`src/rtl/branch_redirect_unit.sv`:
```
// Branch resolution and registered fetch redirect with a one-cycle IF/ID flush.
// Optional taken/branch statistics counters are compiled in with `define BRANCH_STATS_EN.
module branch_redirect_unit #(
    parameter int ADDR_W    = 32,
    parameter int IMM_SHIFT = 2
`ifdef BRANCH_STATS_EN
    ,
    parameter int STAT_W    = 32
`endif
) (
    input  logic              clk,
    input  logic              rst_n,
    input  logic              id_valid,
    input  logic [2:0]        id_br_type,
    input  logic [1:0]        cmp_code,
    input  logic [ADDR_W-1:0] id_pc,
    input  logic [ADDR_W-1:0] id_imm,
    output logic              redirect_valid,
    output logic [ADDR_W-1:0] redirect_pc,
    input  logic              redirect_ready,
    output logic              flush_ifid,
    output logic              stall_id,
`ifdef BRANCH_STATS_EN
    output logic [STAT_W-1:0] stat_branches,
    output logic [STAT_W-1:0] stat_taken,
`endif
    output logic              dbg_state_o
);

    // Handshake: a redirect transfers on a rising edge where redirect_valid and
    // redirect_ready are both 1; redirect_valid/redirect_pc stay stable until then.
    typedef enum logic {S_IDLE = 1'b0, S_WAIT = 1'b1} state_t;

    localparam logic [2:0] BR_NONE = 3'd0, BR_BEQ = 3'd1, BR_BNE = 3'd2, BR_BLT = 3'd3;
    localparam logic [2:0] BR_BGT  = 3'd4, BR_BLE = 3'd5, BR_BGE = 3'd6, BR_JMP = 3'd7;

    state_t              state_q, state_d;
    logic                redirect_valid_q, redirect_valid_d;
    logic [ADDR_W-1:0]   redirect_pc_q, redirect_pc_d;
    logic                flush_q, flush_d;
    logic                is_eq, is_lt, is_gt, br_taken, accept;
    logic [ADDR_W-1:0]   target;

    always_comb begin
        is_eq    = (cmp_code == 2'b01);
        is_lt    = (cmp_code == 2'b10);
        is_gt    = (cmp_code == 2'b11);
        br_taken = 1'b0;
        case (id_br_type)
            BR_BEQ:  br_taken = is_eq;
            BR_BNE:  br_taken = is_lt | is_gt;   // DEFAULT code never takes a conditional
            BR_BLT:  br_taken = is_lt;
            BR_BGT:  br_taken = is_gt;
            BR_BLE:  br_taken = is_lt | is_eq;
            BR_BGE:  br_taken = is_gt | is_eq;
            BR_JMP:  br_taken = 1'b1;
            default: br_taken = 1'b0;
        endcase
    end

    assign accept = id_valid && (id_br_type != BR_NONE) && (state_q == S_IDLE);
    assign target = (id_br_type == BR_JMP) ? id_imm
                                           : id_pc + ADDR_W'(4) + (id_imm << IMM_SHIFT);

    always_ff @(posedge clk or negedge rst_n) begin
        if (!rst_n) state_q <= S_IDLE;
        else        state_q <= state_d;
    end

    always_comb begin
        state_d = state_q;
        case (state_q)
            S_IDLE:  if (accept && br_taken) state_d = S_WAIT;
            S_WAIT:  if (redirect_valid_q && redirect_ready) state_d = S_IDLE;
            default: state_d = S_IDLE;
        endcase
    end

    always_comb begin
        redirect_valid_d = redirect_valid_q;
        redirect_pc_d    = redirect_pc_q;
        flush_d          = 1'b0;
        if (accept && br_taken) begin
            redirect_valid_d = 1'b1;
            redirect_pc_d    = target;
            flush_d          = 1'b1;
        end else if (state_q == S_WAIT && redirect_valid_q && redirect_ready) begin
            redirect_valid_d = 1'b0;
        end
    end

    always_ff @(posedge clk or negedge rst_n) begin
        if (!rst_n) begin
            redirect_valid_q <= 1'b0;
            redirect_pc_q    <= '0;
            flush_q          <= 1'b0;
        end else begin
            redirect_valid_q <= redirect_valid_d;
            redirect_pc_q    <= redirect_pc_d;
            flush_q          <= flush_d;
        end
    end

    assign redirect_valid = redirect_valid_q;
    assign redirect_pc    = redirect_pc_q;
    assign flush_ifid     = flush_q;
    assign stall_id       = (state_q == S_WAIT);
    assign dbg_state_o    = state_q;

`ifdef BRANCH_STATS_EN
    logic              is_cond;
    logic [STAT_W-1:0] stat_branches_q, stat_taken_q;

    assign is_cond = (id_br_type != BR_NONE) && (id_br_type != BR_JMP);

    always_ff @(posedge clk or negedge rst_n) begin
        if (!rst_n) begin
            stat_branches_q <= '0;
            stat_taken_q    <= '0;
        end else if (accept) begin
            if (is_cond)  stat_branches_q <= stat_branches_q + 1'b1;
            if (br_taken) stat_taken_q    <= stat_taken_q + 1'b1;
        end
    end

    assign stat_branches = stat_branches_q;
    assign stat_taken    = stat_taken_q;
`endif

endmodule
```
`config.mk`:
```
export PLATFORM = sky130hd
export DESIGN_NAME = branch_redirect_unit
export DESIGN_NICKNAME = d
export VERILOG_FILES = /design/src/rtl/branch_redirect_unit.sv
export SDC_FILE = /design/constraint.sdc
export NUM_CORES = 1
export LEC_CHECK = 0
export CORE_MARGIN = 5
export CORE_UTILIZATION = 35
export CTS_CLUSTER_DIAMETER = 30
export DETAILED_ROUTE_END_ITERATION = 6
export DONT_BUFFER_PORTS = 1
export GPL_TIMING_DRIVEN = 0
export SLEW_MARGIN = 10
export SYNTH_ARGS = -nofsm -noshare
export SYNTH_HDL_FRONTEND = slang
export SYNTH_SLANG_ARGS = --single-unit
```
`constraint.sdc`:
```
create_clock -name clk -period 1.71 [get_ports clk]
set_clock_uncertainty 0.05 [all_clocks]
set_input_delay 0.342 -clock clk [delete_from_list [all_inputs] [get_ports clk]]
set_output_delay 0.342 -clock clk [all_outputs]
set_load 0.02 [all_outputs]
```
=== After elaboration in Yosys (flattened, before gate mapping) ===
Cells that the tools add are included.
Widths: inputs -> output; s select.

* Flip-flop bits (word level): 35
* Output and inout port bits: 36
* Logic and storage cells: 35

* Add/subtract/negate cells: 2
* Equal/unequal tests: 10
* Muxes and demuxes: 7
* Bitwise gates (word level): 4
* Reductions and logical operators: 8

{| class="wikitable"
|+ Operators by type and width
! kind !! count
|-
| $add 32x3->32 const B || 1
|-
| $add 32x32->32 || 1
|-
| $mux 32 || 1
|-
| $eq 3x3->1 const B || 4
|-
| $pmux 1 s7 || 1
|-
| $eq 3x2->1 const B || 2
|-
| $logic_and 1x1->1 || 6
|-
| $eq 2x2->1 const B || 2
|-
| $mux 1 || 4
|-
| $eq 3x1->1 const B || 1
|-
| $or 1x1->1 || 3
|-
| $reduce_bool 3->1 || 1
|-
| $eq 2x1->1 const B || 1
|-
| $pmux 1 s2 || 1
|-
| $reduce_bool 2->1 || 1
|-
| $not 1->1 || 1
|}

=== Depth between registers and ports, before layout ===
* Depth in word-level cells: 6
* Depth in mapped cells: 13
* Mapped depth without buffers: 13

=== Least setup slack after synthesis ===
OpenSTA, ideal clock, no wires.

* Kind: input port to flip-flop
* Start: input port id_pc[3]
* End: register redirect_pc_q[29] (netlist: redirect_pc[29])
* Library setup time: 104 ps
* Arrival: 2662 ps
* Setup slack: -1105 ps
* Stages: 11
* Cell sequence: ha_1 -> ha_1 -> fa_1 -> a21o_1 -> a31o_1 -> a21oi_2 -> o21ai_2 -> a31oi_4 -> nor3_2 -> o31a_1 -> o311ai_1

* Word-level cells in the longest chain between the ends: 3

{| class="wikitable"
|+ Ends and longest elaborated chain
! what !! RTL line !! source
|-
| from (decl) || 16 || <nowiki>input logic [ADDR_W-1:0] id_pc,</nowiki>
|-
| $add 32x3->32 || 63 || <nowiki>: id_pc + ADDR_W'(4) + (id_imm << IMM_SHIFT);</nowiki>
|-
| $add 32x32->32 || 63 ||
|-
| $mux 32 || 62 || <nowiki>assign target = (id_br_type == BR_JMP) ? id_imm</nowiki>
|-
| to (signal assigned) || 99 || <nowiki>redirect_pc_q <= redirect_pc_d;</nowiki>
|-
| to (decl) || 39 || <nowiki>logic [ADDR_W-1:0] redirect_pc_q, redirect_pc_d;</nowiki>
|}

Every way passes these cells.
A chain may end at the register's enable or synchronous reset.

=== Worst setup path after layout ===
Ends and elaborated chain as after synthesis.

==> results.json <==
{
  "drt_iter0_drc": 178,
  "synth-seq-cells": 35,
  "syn-cell-area_sq_um": 3530,
  "cts_made_buffers": 5,
  "clock_latency_ns": 0.29,
  "ys_seq_area_frac": 0.248,
  "port_buffers": 0,
  "min_path_type": "primary input to flop",
  "slew_violations": 0,
  "place_area_sq_um": 4160,
  "grt_pass1_vias": 3312,
  "p_per_area_nw_per_um2": 1050,
  "root_buffer": "clkbuf_8",
  "internal_power_uw": 2640,
  "tns_ns": -11.81,
  "min_period_ns": 2.49,
  "routabilityCongestion": 0.853,
  "leakage_uw": 0.00197,
  "cp-start-kind": "primary input",
  "yosys_warnings": 0,
  "grt_max_degree": 36,
  "fmax_mhz": 402,
  "drt-vias-per-instance": 5.59,
  "clkPwrFrac": 0.155,
  "grt_overflow": 0,
  "antenna_found_initial": 0,
  "synthToLayoutAreaGrowth_pct": 33.0,
  "comb_power_share": 0.425,
  "ys.flop_type": "dfrtp_1",
  "clock-sinks": 35,
  "num_rows": 36,
  "die_h_um": 110,
  "die-area_sq_um": 12200,
  "cp_top_family": "compound AO/OA/AOI/OAI gates",
  "worstPathRequired_ns": 1.86,
  "die_x_um": 110,
  "critPathMaxStageDelay_ns": 0.34,
  "core_sq_um": 9820,
  "synth_nets": 571,
  "max-vdd-ir-drop_mv": 0.642,
  "seqPwrFrac": 0.420,
  "antenna_cells": 0,
  "crit_fanout": 5,
  "cts_tree": "done",
  "worst_path_most_repeated_cell": "ha_4",
  "criticalPathCategory": "primary input to flop",
  "max_cap_viol_count": 0,
  "synth.area.top_cells": "dfrtp_1, ha_1, a21oi_1",
  "grt_usage": 0.177,
  "synth_edf_count": 0,
  "cts.htree.levels": 2,
  "clk_pin_slew_worst_paths_ns": 0.08,
  "clockBufferDepth": 2,
  "setup_viol_count_final": 25,
  "p_switching_uw": 2300,
  "worst_slew_pin_slew_ns": 0.570,
  "endpoint_kind": "flop",
  "via_count": 3347,
  "wl_per_cell_um": 19.0,
  "dr.pass1.iters": 4,
  "fin_area_sq_um": 4700,
  "layout_commonest_cell": "nand2_1",
  "grt_setup_unrepaired": "yes",
  "ios": 109,
  "violations": "negative setup slack",
  "cp_slowest_cell": "fa_2",
  "ant_nets": 0,
  "place_hpwl_um": 9160,
  "routed_wl_um": 11400,
  "yosysTopAreaCell": "dfrtp_1",
  "crit_chain": "ha_4 > ha_4 > fa_2 > a21o_1 > a31o_1 > a21oi_4 > o21ai_4 > a31oi_4 > nor3_2 > o31a_1 > o311ai_1",
  "max_slew_margin": 0.620,
  "grt_first_pass_wirelength_um": 17800,
  "status": "finished, violations left",
  "synthCells": 437,
  "utilization": 0.479,
  "synth_top_area_share": 0.248,
  "num-nets-final": 599,
  "yosysUniqueCellTypes": 53,
  "switching_share": 0.465,
  "async_reset_ff_frac": 1.00,
  "critPathArrivalTime_ns": 2.64,
  "timing.final.crit_share": 1.46,
  "finalHoldViolCount": 0,
  "setup.reg_to_reg.worst_slack_ns": -0.07,
  "drc": 0,
  "syn_area_per_cell_sq_um": 8.09,
  "critPathBufInv": 0,
  "fin_ws_ns": -0.780,
  "start_util": 0.360,
  "layout-drive-gt1-share": 0.275,
  "mostFrequentLayoutCells": "nand2_1, a21oi_1, dfrtp_1"
}
-- power groups by stage --
stage	combinational, uW	clock, uW	sequential (uW)
2_1_floorplan	1470	0	1940
3_3_place_gp	1760	0	2090
3_5_place_dp	1800	0	2100
4_1_cts	1910	773	2090
5_1_grt	2340	811	2140
6_report	2100	765	2080
-- worst paths after layout --
check	depth (start not counted)	end	startpoint
max in group asynchronous	2	redirect_pc[8]	rst_n
min	2	redirect_pc[19]	id_imm[19]
min in group asynchronous	2	redirect_pc[1]	rst_n
max	11	redirect_pc[29]	id_pc[3]
min reg2reg	2	redirect_pc[13]	redirect_pc[13]
max reg2reg	7	redirect_pc[30]	dbg_state_o
-- kinds of logic (layout without fill, tap and decap cells) --
logic type | Yosys count | count (layout) | share of synthesized area
AOI/OAI and AO/OA | 139 | 139 | 0.250
xor gates and xnor gates | 27 | 27 | 0.0669
adders and majority gates | 61 | 61 | 0.218
buffers and inverters | 37 | 66 | 0.0428
DFF | 35 | 35 | 0.248
muxes | 2 | 2 | 0.00566
and+or+nand+nor | 136 | 136 | 0.169
-- synthesized netlist by cell type, types with 2 or more instances --
cell        n
xor2_1      9
a21o_1     10
nand2b_1    3
ha_1       60
nor4_1      2
nor2_1     38
nand2_1    62
nand3b_1    2
a311oi_1    2
a21oi_1    56
inv_1      12
nand4_1     8
o211ai_1    2
a2bb2oi_1   2
and3_1      3
o31a_1      3
clkbuf_1   20
mux2i_1     2
o21ai_0    26
o31ai_1     4
nor2b_1     4
o21bai_1    3
dfrtp_1    35
a31oi_1     7
a211o_1     2
xnor2_1    18
nand3_1    10
o22ai_1     7
-- metal layers --
| metal | track usage | wire [um] | vias to the layer above |
|---|---|---|---|
| li1 | - | - | 1632 |
| met5 | 0 | 0 | - |
| met2 | 0.297 | 5460 | 97 |
| met1 | 0.218 | 4700 | 1610 |
| met3 | 0.0760 | 1100 | 8 |
| met4 | 0.0213 | 99 | 0 |
-- registers in the layout (all words and copies together) (netlist names) --
| register | count |
|---|---|
| redirect_valid | 1 |
| dbg_state_o | 1 |
| redirect_pc | 32 |
| flush_ifid | 1 |
-- repair_timing --
item / 4_1_cts / 5_1_grt
setup endpoints to repair: 35 / 29
gates resized for setup: 17 / 40
hold endpoints to repair: 35 / 0
pin swaps: 19 / 29
gates cloned: 0 / 0
setup buffers: 7 / 15
hold buffers: 2 / 0
-- cell type report --
type,count,area [sq um]
buffer,21,136
fill,987,5120
timing repair buffer,24,218
inverter,13,61.3
tap,133,166
clock inverter,3,43.8
clock buffer,5,68.8
sequential,35,876
multi-input combinational,365,3130
-- through the flow --
step | setup slack, ns | hold WS, ns | power, uW | instances
after global placement | -1.34 | -0.00277 | 3860 | 570
after CTS | -0.759 | 0.139 | 4770 | 585
final | -0.780 | 0.148 | 4940 | 599
after global routing | -0.831 | 0.149 | 5280 | 599
after floorplan | -1.01 | -0.00359 | 3410 | 437
after detailed placement | -1.36 | -0.00255 | 3900 | 570
-- worst reg2reg max path, stage by stage, from the launching register on --
cell,delay (ns)
dfrtp_1,0.51
inv_1,0.12
o311ai_4,0.13
inv_2,0.15
nand2_1,0.15
buf_2,0.26
nor2_1,0.08
a211oi_1,0.24
Power figures use the tool's default switching activity.
